<file path="config.mk">
export PLATFORM = sky130hd
export DESIGN_NAME = openhw_bmuctrl_pipe
export DESIGN_NICKNAME = d
export VERILOG_FILES = /design/src/rtl/openhw_bmuctrl_pipe.sv
export SDC_FILE = /design/constraint.sdc
export NUM_CORES = 1
export LEC_CHECK = 0
export BUFFER_PORTS_ARGS = -buffer_cell sky130_fd_sc_hd__clkbuf_2
export CAP_MARGIN = 30
export CELL_PAD_IN_SITES_DETAIL_PLACEMENT = 0
export CELL_PAD_IN_SITES_GLOBAL_PLACEMENT = 1
export CORE_MARGIN = 4
export CORE_UTILIZATION = 30
export DETAILED_ROUTE_END_ITERATION = 8
export GPL_ROUTABILITY_DRIVEN = 0
export PLACE_DENSITY_LB_ADDON = 0.1
export SLEW_MARGIN = 20
export SYNTH_ARGS = -nofsm -noshare
export SYNTH_HDL_FRONTEND = slang
export SYNTH_SLANG_ARGS = --single-unit
</file>
<file path="constraint.sdc">
create_clock -name clk -period 5.98 [get_ports clk]
set_clock_uncertainty 0.05 [all_clocks]
set_input_delay 1.196 -clock clk [delete_from_list [all_inputs] [get_ports clk]]
set_output_delay 1.196 -clock clk [all_outputs]
set_load 0.005 [all_outputs]
</file>
<file path="src/rtl/openhw_bmuctrl_pipe.sv">
// openhw_bmuctrl_pipe
//   Decode-stage bit-manipulation decoder and the D->E pipeline register that
//   feeds openhw_bitmanipalu. BRegWriteD is exported combinationally from
//   Decode for the main controller and hazard unit.
//   Optional feature macro: OPENHW_BMU_ILLEGAL_EN
//     defined   -> IllegalBitmanipInstrD flags unsupported encodings inside the
//                  bitmanip funct7 groups (disabled subsets, W forms at XLEN=32)
//     undefined -> IllegalBitmanipInstrD is tied low
module openhw_bmuctrl_pipe #(
  parameter int   XLEN          = 32,
  parameter logic ZBA_SUPPORTED = 1'b1,
  parameter logic ZBB_SUPPORTED = 1'b1,
  parameter logic ZBC_SUPPORTED = 1'b1,
  parameter logic ZBS_SUPPORTED = 1'b1
) (
  input  logic        clk,
  input  logic        reset,
  input  logic        StallE,
  input  logic        FlushE,
  input  logic [31:0] InstrD,
  output logic        BRegWriteD,
  output logic        IllegalBitmanipInstrD,
  output logic [1:0]  BSelectE,
  output logic [2:0]  ZBBSelectE,
  output logic [2:0]  BALUControlE,
  output logic        BW64E,
  output logic        BMUActiveE
);

  localparam logic [6:0] OpcOp      = 7'b0110011;
  localparam logic [6:0] OpcOpImm   = 7'b0010011;
  localparam logic [6:0] OpcOp32    = 7'b0111011;
  localparam logic [6:0] OpcOpImm32 = 7'b0011011;

  localparam logic [6:0] F7Clmul = 7'b0000101;
  localparam logic [6:0] F7Shadd = 7'b0010000;
  localparam logic [6:0] F7Zext  = 7'b0000100;
  localparam logic [6:0] F7Bclr  = 7'b0100100;
  localparam logic [6:0] F7Bset  = 7'b0010100;
  localparam logic [6:0] F7Binv  = 7'b0110100;
  localparam logic [6:0] F7Andn  = 7'b0100000;
  localparam logic [6:0] F7Rot   = 7'b0110000;

  localparam logic        Rv64    = (XLEN == 64);
  localparam logic [11:0] Rev8Imm = Rv64 ? 12'h6B8 : 12'h698;
  localparam logic [11:0] OrcbImm = 12'h287;

  // Which extension a matched encoding belongs to, so it can be gated by parameter
  typedef enum logic [2:0] {
    SubNone,
    SubZba,
    SubZbb,
    SubZbc,
    SubZbs
  } subset_t;

  logic [6:0] w_opcode;
  logic [2:0] w_funct3;
  logic [6:0] w_funct7;
  logic [5:0] w_funct6;
  logic [6:0] w_shf7;
  logic [4:0] w_rs2;
  logic [11:0] w_imm;
  logic        w_unusedFields;

  logic        w_match;
  subset_t     w_subset;
  logic        w_enabled;
  logic        w_legal;
  logic [1:0]  w_bSel;
  logic [2:0]  w_zbbSel;
  logic [2:0]  w_aluCtl;
  logic        w_w64;

  logic [1:0]  w_bSelD;
  logic [2:0]  w_zbbSelD;
  logic [2:0]  w_aluCtlD;
  logic        w_w64D;

  logic [1:0]  r_bSelE;
  logic [2:0]  r_zbbSelE;
  logic [2:0]  r_aluCtlE;
  logic        r_w64E;
  logic        r_activeE;

  assign w_opcode = InstrD[6:0];
  assign w_funct3 = InstrD[14:12];
  assign w_funct7 = InstrD[31:25];
  assign w_funct6 = InstrD[31:26];
  assign w_rs2    = InstrD[24:20];
  assign w_imm    = InstrD[31:20];

  // On RV64 the OP-IMM shift amount is 6 bits, so bit 25 belongs to shamt and
  // must not take part in the funct7 comparison of shift-immediate forms.
  assign w_shf7 = Rv64 ? {InstrD[31:26], 1'b0} : InstrD[31:25];

  // rd and rs1 never influence the control decode.
  assign w_unusedFields = ^{InstrD[19:15], InstrD[11:7]};

  // Raw decode: recognise each bitmanip encoding and pick its BMU controls
  always_comb begin
    w_match  = 1'b0;
    w_subset = SubNone;
    w_bSel   = 2'b00;
    w_zbbSel = 3'b000;
    w_aluCtl = 3'b000;
    w_w64    = 1'b0;
    case (w_opcode)
      OpcOp: begin
        if (w_funct7 == F7Clmul && (w_funct3 inside {3'b001, 3'b010, 3'b011})) begin
          w_match  = 1'b1;
          w_subset = SubZbc;
          w_bSel   = 2'b11;
        end else if (w_funct7 == F7Clmul && w_funct3[2]) begin
          w_match  = 1'b1;
          w_subset = SubZbb;
          w_bSel   = 2'b10;
          w_zbbSel = 3'b010;
        end else if (w_funct7 == F7Shadd && (w_funct3 inside {3'b010, 3'b100, 3'b110})) begin
          w_match  = 1'b1;
          w_subset = SubZba;
          w_bSel   = 2'b01;
          w_aluCtl = 3'b001;
        end else if ((w_funct7 == F7Bclr && (w_funct3 inside {3'b001, 3'b101})) ||
                     (w_funct7 == F7Bset && w_funct3 == 3'b001) ||
                     (w_funct7 == F7Binv && w_funct3 == 3'b001)) begin
          w_match  = 1'b1;
          w_subset = SubZbs;
          w_bSel   = 2'b01;
          w_aluCtl = 3'b010;
        end else if (w_funct7 == F7Andn && (w_funct3 inside {3'b111, 3'b110, 3'b100})) begin
          w_match  = 1'b1;
          w_subset = SubZbb;
          w_bSel   = 2'b10;
          w_zbbSel = 3'b111;
        end else if (!Rv64 && w_funct7 == F7Zext && w_funct3 == 3'b100 && w_rs2 == 5'd0) begin
          w_match  = 1'b1;
          w_subset = SubZbb;
          w_bSel   = 2'b10;
          w_zbbSel = 3'b001;
        end else if (w_funct7 == F7Rot && (w_funct3 inside {3'b001, 3'b101})) begin
          w_match  = 1'b1;
          w_subset = SubZbb;
          w_aluCtl = 3'b100;
        end
      end
      OpcOpImm: begin
        if ((w_shf7 == F7Bclr && (w_funct3 inside {3'b001, 3'b101})) ||
            (w_shf7 == F7Bset && w_funct3 == 3'b001) ||
            (w_shf7 == F7Binv && w_funct3 == 3'b001)) begin
          w_match  = 1'b1;
          w_subset = SubZbs;
          w_bSel   = 2'b01;
          w_aluCtl = 3'b010;
        end else if (w_funct7 == F7Rot && w_funct3 == 3'b001 &&
                     (w_rs2 inside {5'd0, 5'd1, 5'd2})) begin
          w_match  = 1'b1;
          w_subset = SubZbb;
          w_bSel   = 2'b10;
          w_zbbSel = 3'b000;
        end else if (w_funct7 == F7Rot && w_funct3 == 3'b001 &&
                     (w_rs2 inside {5'd4, 5'd5})) begin
          w_match  = 1'b1;
          w_subset = SubZbb;
          w_bSel   = 2'b10;
          w_zbbSel = 3'b001;
        end else if (w_funct3 == 3'b101 && (w_imm == Rev8Imm || w_imm == OrcbImm)) begin
          w_match  = 1'b1;
          w_subset = SubZbb;
          w_bSel   = 2'b10;
          w_zbbSel = 3'b011;
        end else if (w_shf7 == F7Rot && w_funct3 == 3'b101) begin
          w_match  = 1'b1;
          w_subset = SubZbb;
          w_aluCtl = 3'b100;
        end
      end
      OpcOp32: begin
        if (Rv64) begin
          if (w_funct7 == F7Shadd && (w_funct3 inside {3'b010, 3'b100, 3'b110})) begin
            w_match  = 1'b1;
            w_subset = SubZba;
            w_bSel   = 2'b01;
            w_aluCtl = 3'b001;
            w_w64    = 1'b1;
          end else if (w_funct7 == F7Zext && w_funct3 == 3'b000) begin
            w_match  = 1'b1;
            w_subset = SubZba;
            w_bSel   = 2'b01;
            w_w64    = 1'b1;
          end else if (w_funct7 == F7Zext && w_funct3 == 3'b100 && w_rs2 == 5'd0) begin
            // zext.h lives in OP-32 on RV64 but operates on the full register
            w_match  = 1'b1;
            w_subset = SubZbb;
            w_bSel   = 2'b10;
            w_zbbSel = 3'b001;
          end else if (w_funct7 == F7Rot && (w_funct3 inside {3'b001, 3'b101})) begin
            w_match  = 1'b1;
            w_subset = SubZbb;
            w_aluCtl = 3'b100;
            w_w64    = 1'b1;
          end
        end
      end
      OpcOpImm32: begin
        if (Rv64) begin
          if (w_funct6 == 6'b000010 && w_funct3 == 3'b001) begin
            w_match  = 1'b1;
            w_subset = SubZba;
            w_bSel   = 2'b01;
            w_w64    = 1'b1;
          end else if (w_funct7 == F7Rot && w_funct3 == 3'b001 &&
                       (w_rs2 inside {5'd0, 5'd1, 5'd2})) begin
            w_match  = 1'b1;
            w_subset = SubZbb;
            w_bSel   = 2'b10;
            w_zbbSel = 3'b000;
            w_w64    = 1'b1;
          end else if (w_funct7 == F7Rot && w_funct3 == 3'b101) begin
            w_match  = 1'b1;
            w_subset = SubZbb;
            w_aluCtl = 3'b100;
            w_w64    = 1'b1;
          end
        end
      end
      default: ;
    endcase
  end

  // Gate the matched encoding by whether its extension is built in
  always_comb begin
    case (w_subset)
      SubZba:  w_enabled = ZBA_SUPPORTED;
      SubZbb:  w_enabled = ZBB_SUPPORTED;
      SubZbc:  w_enabled = ZBC_SUPPORTED;
      SubZbs:  w_enabled = ZBS_SUPPORTED;
      default: w_enabled = 1'b0;
    endcase
  end

  assign w_legal    = w_match & w_enabled;
  assign BRegWriteD = w_legal;

  assign w_bSelD   = w_legal ? w_bSel   : 2'b00;
  assign w_zbbSelD = w_legal ? w_zbbSel : 3'b000;
  assign w_aluCtlD = w_legal ? w_aluCtl : 3'b000;
  assign w_w64D    = w_legal & w_w64;

`ifdef OPENHW_BMU_ILLEGAL_EN
  logic w_inSpace;

  function automatic logic isBmuGroup(input logic [6:0] f7);
    isBmuGroup = f7 inside {F7Clmul, F7Shadd, F7Zext, F7Bclr, F7Bset, F7Binv, F7Andn, F7Rot};
  endfunction

  // Bitmanip encoding space: the bitmanip funct7 groups, minus sub/sra/srai
  // (and their W forms) which share funct7 0100000 with andn/orn/xnor
  always_comb begin
    w_inSpace = 1'b0;
    case (w_opcode)
      OpcOp, OpcOp32: begin
        w_inSpace = isBmuGroup(w_funct7) &&
                    !(w_funct7 == F7Andn && (w_funct3 inside {3'b000, 3'b101}));
      end
      OpcOpImm: begin
        if (w_funct3 inside {3'b001, 3'b101}) begin
          w_inSpace = isBmuGroup(w_shf7) && !(w_shf7 == F7Andn && w_funct3 == 3'b101);
        end
      end
      OpcOpImm32: begin
        if (w_funct3 inside {3'b001, 3'b101}) begin
          w_inSpace = (isBmuGroup(w_funct7) && !(w_funct7 == F7Andn && w_funct3 == 3'b101)) ||
                      (w_funct6 == 6'b000010 && w_funct3 == 3'b001);
        end
      end
      default: ;
    endcase
  end

  assign IllegalBitmanipInstrD = w_inSpace & ~w_legal;
`else
  assign IllegalBitmanipInstrD = 1'b0;
`endif

  // D->E register: reset and flush bubble (flush beats stall), stall holds
  always_ff @(posedge clk) begin
    if (reset || FlushE) begin
      r_bSelE   <= 2'b00;
      r_zbbSelE <= 3'b000;
      r_aluCtlE <= 3'b000;
      r_w64E    <= 1'b0;
      r_activeE <= 1'b0;
    end else if (!StallE) begin
      r_bSelE   <= w_bSelD;
      r_zbbSelE <= w_zbbSelD;
      r_aluCtlE <= w_aluCtlD;
      r_w64E    <= w_w64D;
      r_activeE <= w_legal;
    end
  end

  assign BSelectE     = r_bSelE;
  assign ZBBSelectE   = r_zbbSelE;
  assign BALUControlE = r_aluCtlE;
  assign BW64E        = r_w64E;
  assign BMUActiveE   = r_activeE;

endmodule

</file>
## After elaboration in Yosys (flattened, before gate mapping)

Cells that the tools add are included.

- Input port bits: 36
- Flip-flop bits (word level): 9
- Word-level logic and storage cells: 124
- Output and inout port bits: 12

- Bitwise operators: 1
- Muxes and demuxes: 65
- Reduce and logical (&&, ||, !) cells: 27
- Eq/ne operators: 27

Operators with widths:

| kind | number |
|---|---|
| 3-bit 2-to-1 mux | 24 |
| 2-bit 2-to-1 mux | 22 |
| 7-bit by 6-bit == test with 1-bit output (second input constant) | 5 |
| 7-bit by 5-bit == test with 1-bit output (second input constant) | 3 |
| 3-bit case mux with 2 select lines | 3 |
| 3-bit == test (second input constant) | 5 |
| 1-bit logical AND | 15 |
| 7-bit by 3-bit == test with 1-bit output (second input constant) | 2 |
| 1-bit 2-to-1 mux | 14 |
| 12-bit by 10-bit == test with 1-bit output (second input constant) | 1 |
| 12-bit by 11-bit == test with 1-bit output (second input constant) | 1 |
| 3-bit by 2-bit == test with 1-bit output (second input constant) | 4 |
| 3-bit nonzero test | 4 |
| 5-bit by 3-bit == test with 1-bit output (second input constant) | 2 |
| 3-bit by 1-bit == test with 1-bit output (second input constant) | 2 |
| 5-bit by 1-bit == test with 1-bit output (second input constant) | 1 |
| 5-bit by 2-bit == test with 1-bit output (second input constant) | 1 |
| 5-bit logical NOT | 1 |
| 1-bit logical OR | 4 |
| 2-bit case mux with 2 select lines | 1 |
| 2-bit nonzero test | 2 |
| 4-bit OR reduction | 1 |
| 1-bit case mux with 2 select lines | 1 |
| 1-bit AND | 1 |

## Logic depth before layout (Yosys ltp)

- Word-level depth: 16
- Depth in mapped cells: 5

## Least setup slack after synthesis

Ideal clock, no wire load.

- Kind: input to output
- Start point: in InstrD[25]
- End point: out BRegWriteD
- Data arrival time: 2694 ps
- Setup slack: 2040 ps
- Stages on the path: 5
- Path buffers: 0
- Cells stage by stage: or4b_4 or3b_4 or3_1 a41o_1 nand2_1

- Word-level cells in the longest chain between the ends: 14
- Elaborated cells between the ends (all ways): 61
- Those cells by class: eq/ne (14); mux (27); bitwise (1); reduce/logical (19)

RTL lines:

| element | RTL line | source |
|---|---|---|
| from (decl) | 20 | `input logic [31:0] InstrD,` |
| 7-bit by 6-bit == test with 1-bit output or 7-bit by 3-bit == test with 1-bit output (tied branches) | - |  |
| 1-bit logical AND (on tied branches) | 141, 136 |  |
| 2-bit 2-to-1 mux or 1-bit logical AND (tied branches) | 141, 136 |  |
| 2-bit 2-to-1 mux | 136 | `end else if (!Rv64 && w_funct7 == F7Zext && w_funct3 == 3'b100 && w_rs2 == 5'd0) begin` |
| 2-bit 2-to-1 mux | 131 | `end else if (w_funct7 == F7Andn && (w_funct3 inside {3'b111, 3'b110, 3'b100})) begin` |
| 3-bit 2-to-1 mux | 124 | `end else if ((w_funct7 == F7Bclr && (w_funct3 inside {3'b001, 3'b101})) \|\|` |
| 3-bit 2-to-1 mux | 119 | `end else if (w_funct7 == F7Shadd && (w_funct3 inside {3'b010, 3'b100, 3'b110})) begin` |
| 3-bit 2-to-1 mux | 114 | `end else if (w_funct7 == F7Clmul && w_funct3[2]) begin` |
| 3-bit 2-to-1 mux | 110 | `if (w_funct7 == F7Clmul && (w_funct3 inside {3'b001, 3'b010, 3'b011})) begin` |
| 3-bit case mux with 2 select lines | 108 | `case (w_opcode)` |
| 3-bit == test, or another cell as far along | 233 | `case (w_subset)` |
| 4-bit OR reduction (no line) | - |  |
| 1-bit 2-to-1 mux | 233 |  |
| 1-bit AND * | 242 | `assign w_legal = w_match & w_enabled;` |
| to (decl) | 21 | `output logic BRegWriteD,` |

Every way passes the cells marked *; elsewhere a longest branch is shown, timed or not.

## Worst setup path in the final report

- Start point: in InstrD[31]
- End point: out BRegWriteD

The elaborated chain is that of the path after synthesis.

==> results.tsv <==
metric	value	unit
synth_top_cell_by_area	dfxtp_1	
ys_warn_count	0	
yosys-top-cells-count	9 x dfxtp_1, 9 x nand2_1, 8 x a21oi_1, 8 x nor2_1, 6 x o21ai_0	
p_comb_frac	0.204	
seq_power_share	0.454	
sw_frac_of_total	0.2688	
async_flop_share	0	
worst_pin_slew	0.6348	ns
drt_pass1_iterations	4	
ant_nets	0	
placed_cell_area	964.7	sq um
crit_chain	clkbuf_2, or4_1, a2111oi_2, nor3_1, a41o_1, nand2_1, clkbuf_2	
num_rows	18	
die_y	58.57	microns
fmax	235.4	MHz
num_vias	923	
clock_latency	0.25	ns
h-tree-depth	1	
fin_crit	4.247	ns
synth_area_leaders	dfxtp_1 23%, a21oi_1 5.2%, nand2_1 4.4%	
die_w	58.57	microns
core	2455	sq um
holdCritStartpoint	BALUControlE[1]	
syn_area_per_cell	7.670	sq um
yosysUniqueCellTypes	45	
hold_viol	0	
grt_usage	0.1388	
wl_per_cell	13.02	microns
numCtsBuffers	3	
grt_pass1_vias	905	
grt_max_degree	11	
die-area	3430	sq um
syn_to_final_growth	29.20	%
period_share	0.7103	
tritoncts	done	
crit_top_cell	clkbuf_2	
holdPathEnd	BALUControlE[1]	
layout-drive-gt1-share	0.3431	
clk_path_buf_depth	2	
syn_area	767.0	sq um
rsz0062_at_grt	no	
grt-ovfl-total	0	
internal_power	98.31	uW
fin_setup_tns	0	ns
yosysSeqAreaShare	0.2349	
cp_slowest_stage_delay	0.59	ns
synthFlopType	dfxtp_1	
cts_sinks	9	
power_frac_clock	0.341	
holdPathStages	2	
cp_slowest_cell	or4_1	
first_iter_violations	20	
grt_pass1_wl	3801	microns
syn_inst	100	
antenna_cells	0	
final_area	991.0	sq um
crit_fanout	8	
hold_path.class	reg2reg	
peakVddDrop	0.1229	mV
nets	174	
finalMaxSlewViolations	0	
power-per-cell-area	135.7	nW/um^2
r2r_cells	2	
crit_type	in2out	
io-pin-count	48	
ctsResizeCount	0	
synth_edf_count	0	
viasPerCell	5.527	
antenna_found_initial	0	
dpl.hpwl	1838	microns
r2r-start	BSelectE[1]	
synth_top_area_share	0.2349	
postCtsSetupBuffers	0	
initial_core_util	0.3124	
relSlewSlack	0.5711	
clk_pin_slew_worst_paths	0.06	ns
cts_hold_buf	0	
cp-start-kind	input pin	
outcome	finished clean	
rrSetupSlack	5.30	ns
ys_seq_elements	9	
cp.required	4.73	ns
end_kind	output pin	
drc	0	
p_sw	36.15	uW
wl	2174	microns
port_buffers	35	
cts_root_buf	clkbuf_4	
power_leakage	0.3765	nW
p_total	134.5	uW
finalSetupViolCount	0	
crit_arrival	3.00	ns
timing.rr.end	BSelectE[1]	
max_cap_viol_count	0	
fill_cells	275	
-- logic make-up (layout without fill, tap and decap cells) --
family | Yosys count | after routing | synth area share
multiplexers | 1 | 1 | 0.01305
other | 1 | 2 | 0.004889
flip-flops | 9 | 9 | 0.2349
buffers and inverters | 6 | 42 | 0.03914
AO/OA/AOI/OAI | 32 | 32 | 0.2937
AND/OR/NAND/NOR | 51 | 51 | 0.4144
-- cell type report --
class	instances	area (sq um)	area share
Clock buffer	4	26.28	0.02652
Inverter	3	11.26	0.01136
Multi-Input combinational cell	86	560.5	0.5657
Sequential cell	9	180.2	0.1818
Tap cell	30	37.54	0.03788
Timing Repair Buffer	35	175.2	0.1768
-- per-stage QoR --
step | hold WS, ns | utilization | setup slack (ns) | std cells
floorplan | 0.4049 | - | 2.040 | 101
global placement | 0.3999 | 0.3930 | 1.706 | 163
detailed placement | 0.4053 | 0.3930 | 1.719 | 163
CTS | 0.4163 | 0.4037 | 1.714 | 167
global route | 0.4451 | 0.4037 | 1.548 | 167
finish | 0.4124 | 0.4037 | 1.733 | 167
-- sequential cells by signal (all words and copies together), names as in the netlist --
name and cells:
BSelectE 2, BMUActiveE 1, BALUControlE 3, ZBBSelectE 3
-- worst max path at each step --
stage	from	to	slack [ns]	cells past startpoint
6_report	InstrD[31]	BRegWriteD	1.73	7
5_1_grt	InstrD[31]	BRegWriteD	1.55	7
4_1_cts	InstrD[31]	BRegWriteD	1.71	7
3_5_place_dp	InstrD[31]	BRegWriteD	1.72	7
3_3_place_gp	InstrD[31]	BRegWriteD	1.71	7
2_1_floorplan	InstrD[25]	BRegWriteD	2.04	5
-- placed cells by master, fill, tap and decap left out, types with 2 or more instances in the layout --
cell	instances
clkbuf_2	35
dfxtp_1	9
nand2_1	9
nor2_1	8
a21oi_1	8
o21ai_0	6
or3_1	5
or4_1	4
nor3_1	3
nor4_1	3
a31oi_1	3
clkbuf_4	3
inv_1	2
nand2b_1	2
nand3_1	2
or3_2	2
nor4bb_1	2
o211ai_1	2
conb_1	2
-- layer usage --
layer  vias to the layer above  wire length, microns  global-route usage
li1                        471                     -                   -
met1                       417                   983              0.1786
met2                        35                  1030              0.2281
met3                         0                   160             0.04825
met4                         0                     0             0.01987
met5                         -                     0                   0
-- worst max-delay path: cells and delay by family --
kind	cells	cell delay [ns]
buffers and inverters	2	0.25
AO/OA/AOI/OAI	2	0.76
AND/OR/NAND/NOR	3	0.80
-- power by group through the flow --
stage / Sequential [mW] / Clock, mW / Combinational, mW
2_1_floorplan: 0.0625 / 0 / 0.0128
3_3_place_gp: 0.0624 / 0 / 0.0271
3_5_place_dp: 0.0624 / 0 / 0.0273
4_1_cts: 0.0611 / 0.0481 / 0.0274
5_1_grt: 0.0611 / 0.0527 / 0.0313
6_report: 0.0611 / 0.0459 / 0.0275
(Power assumes the default switching activity.)
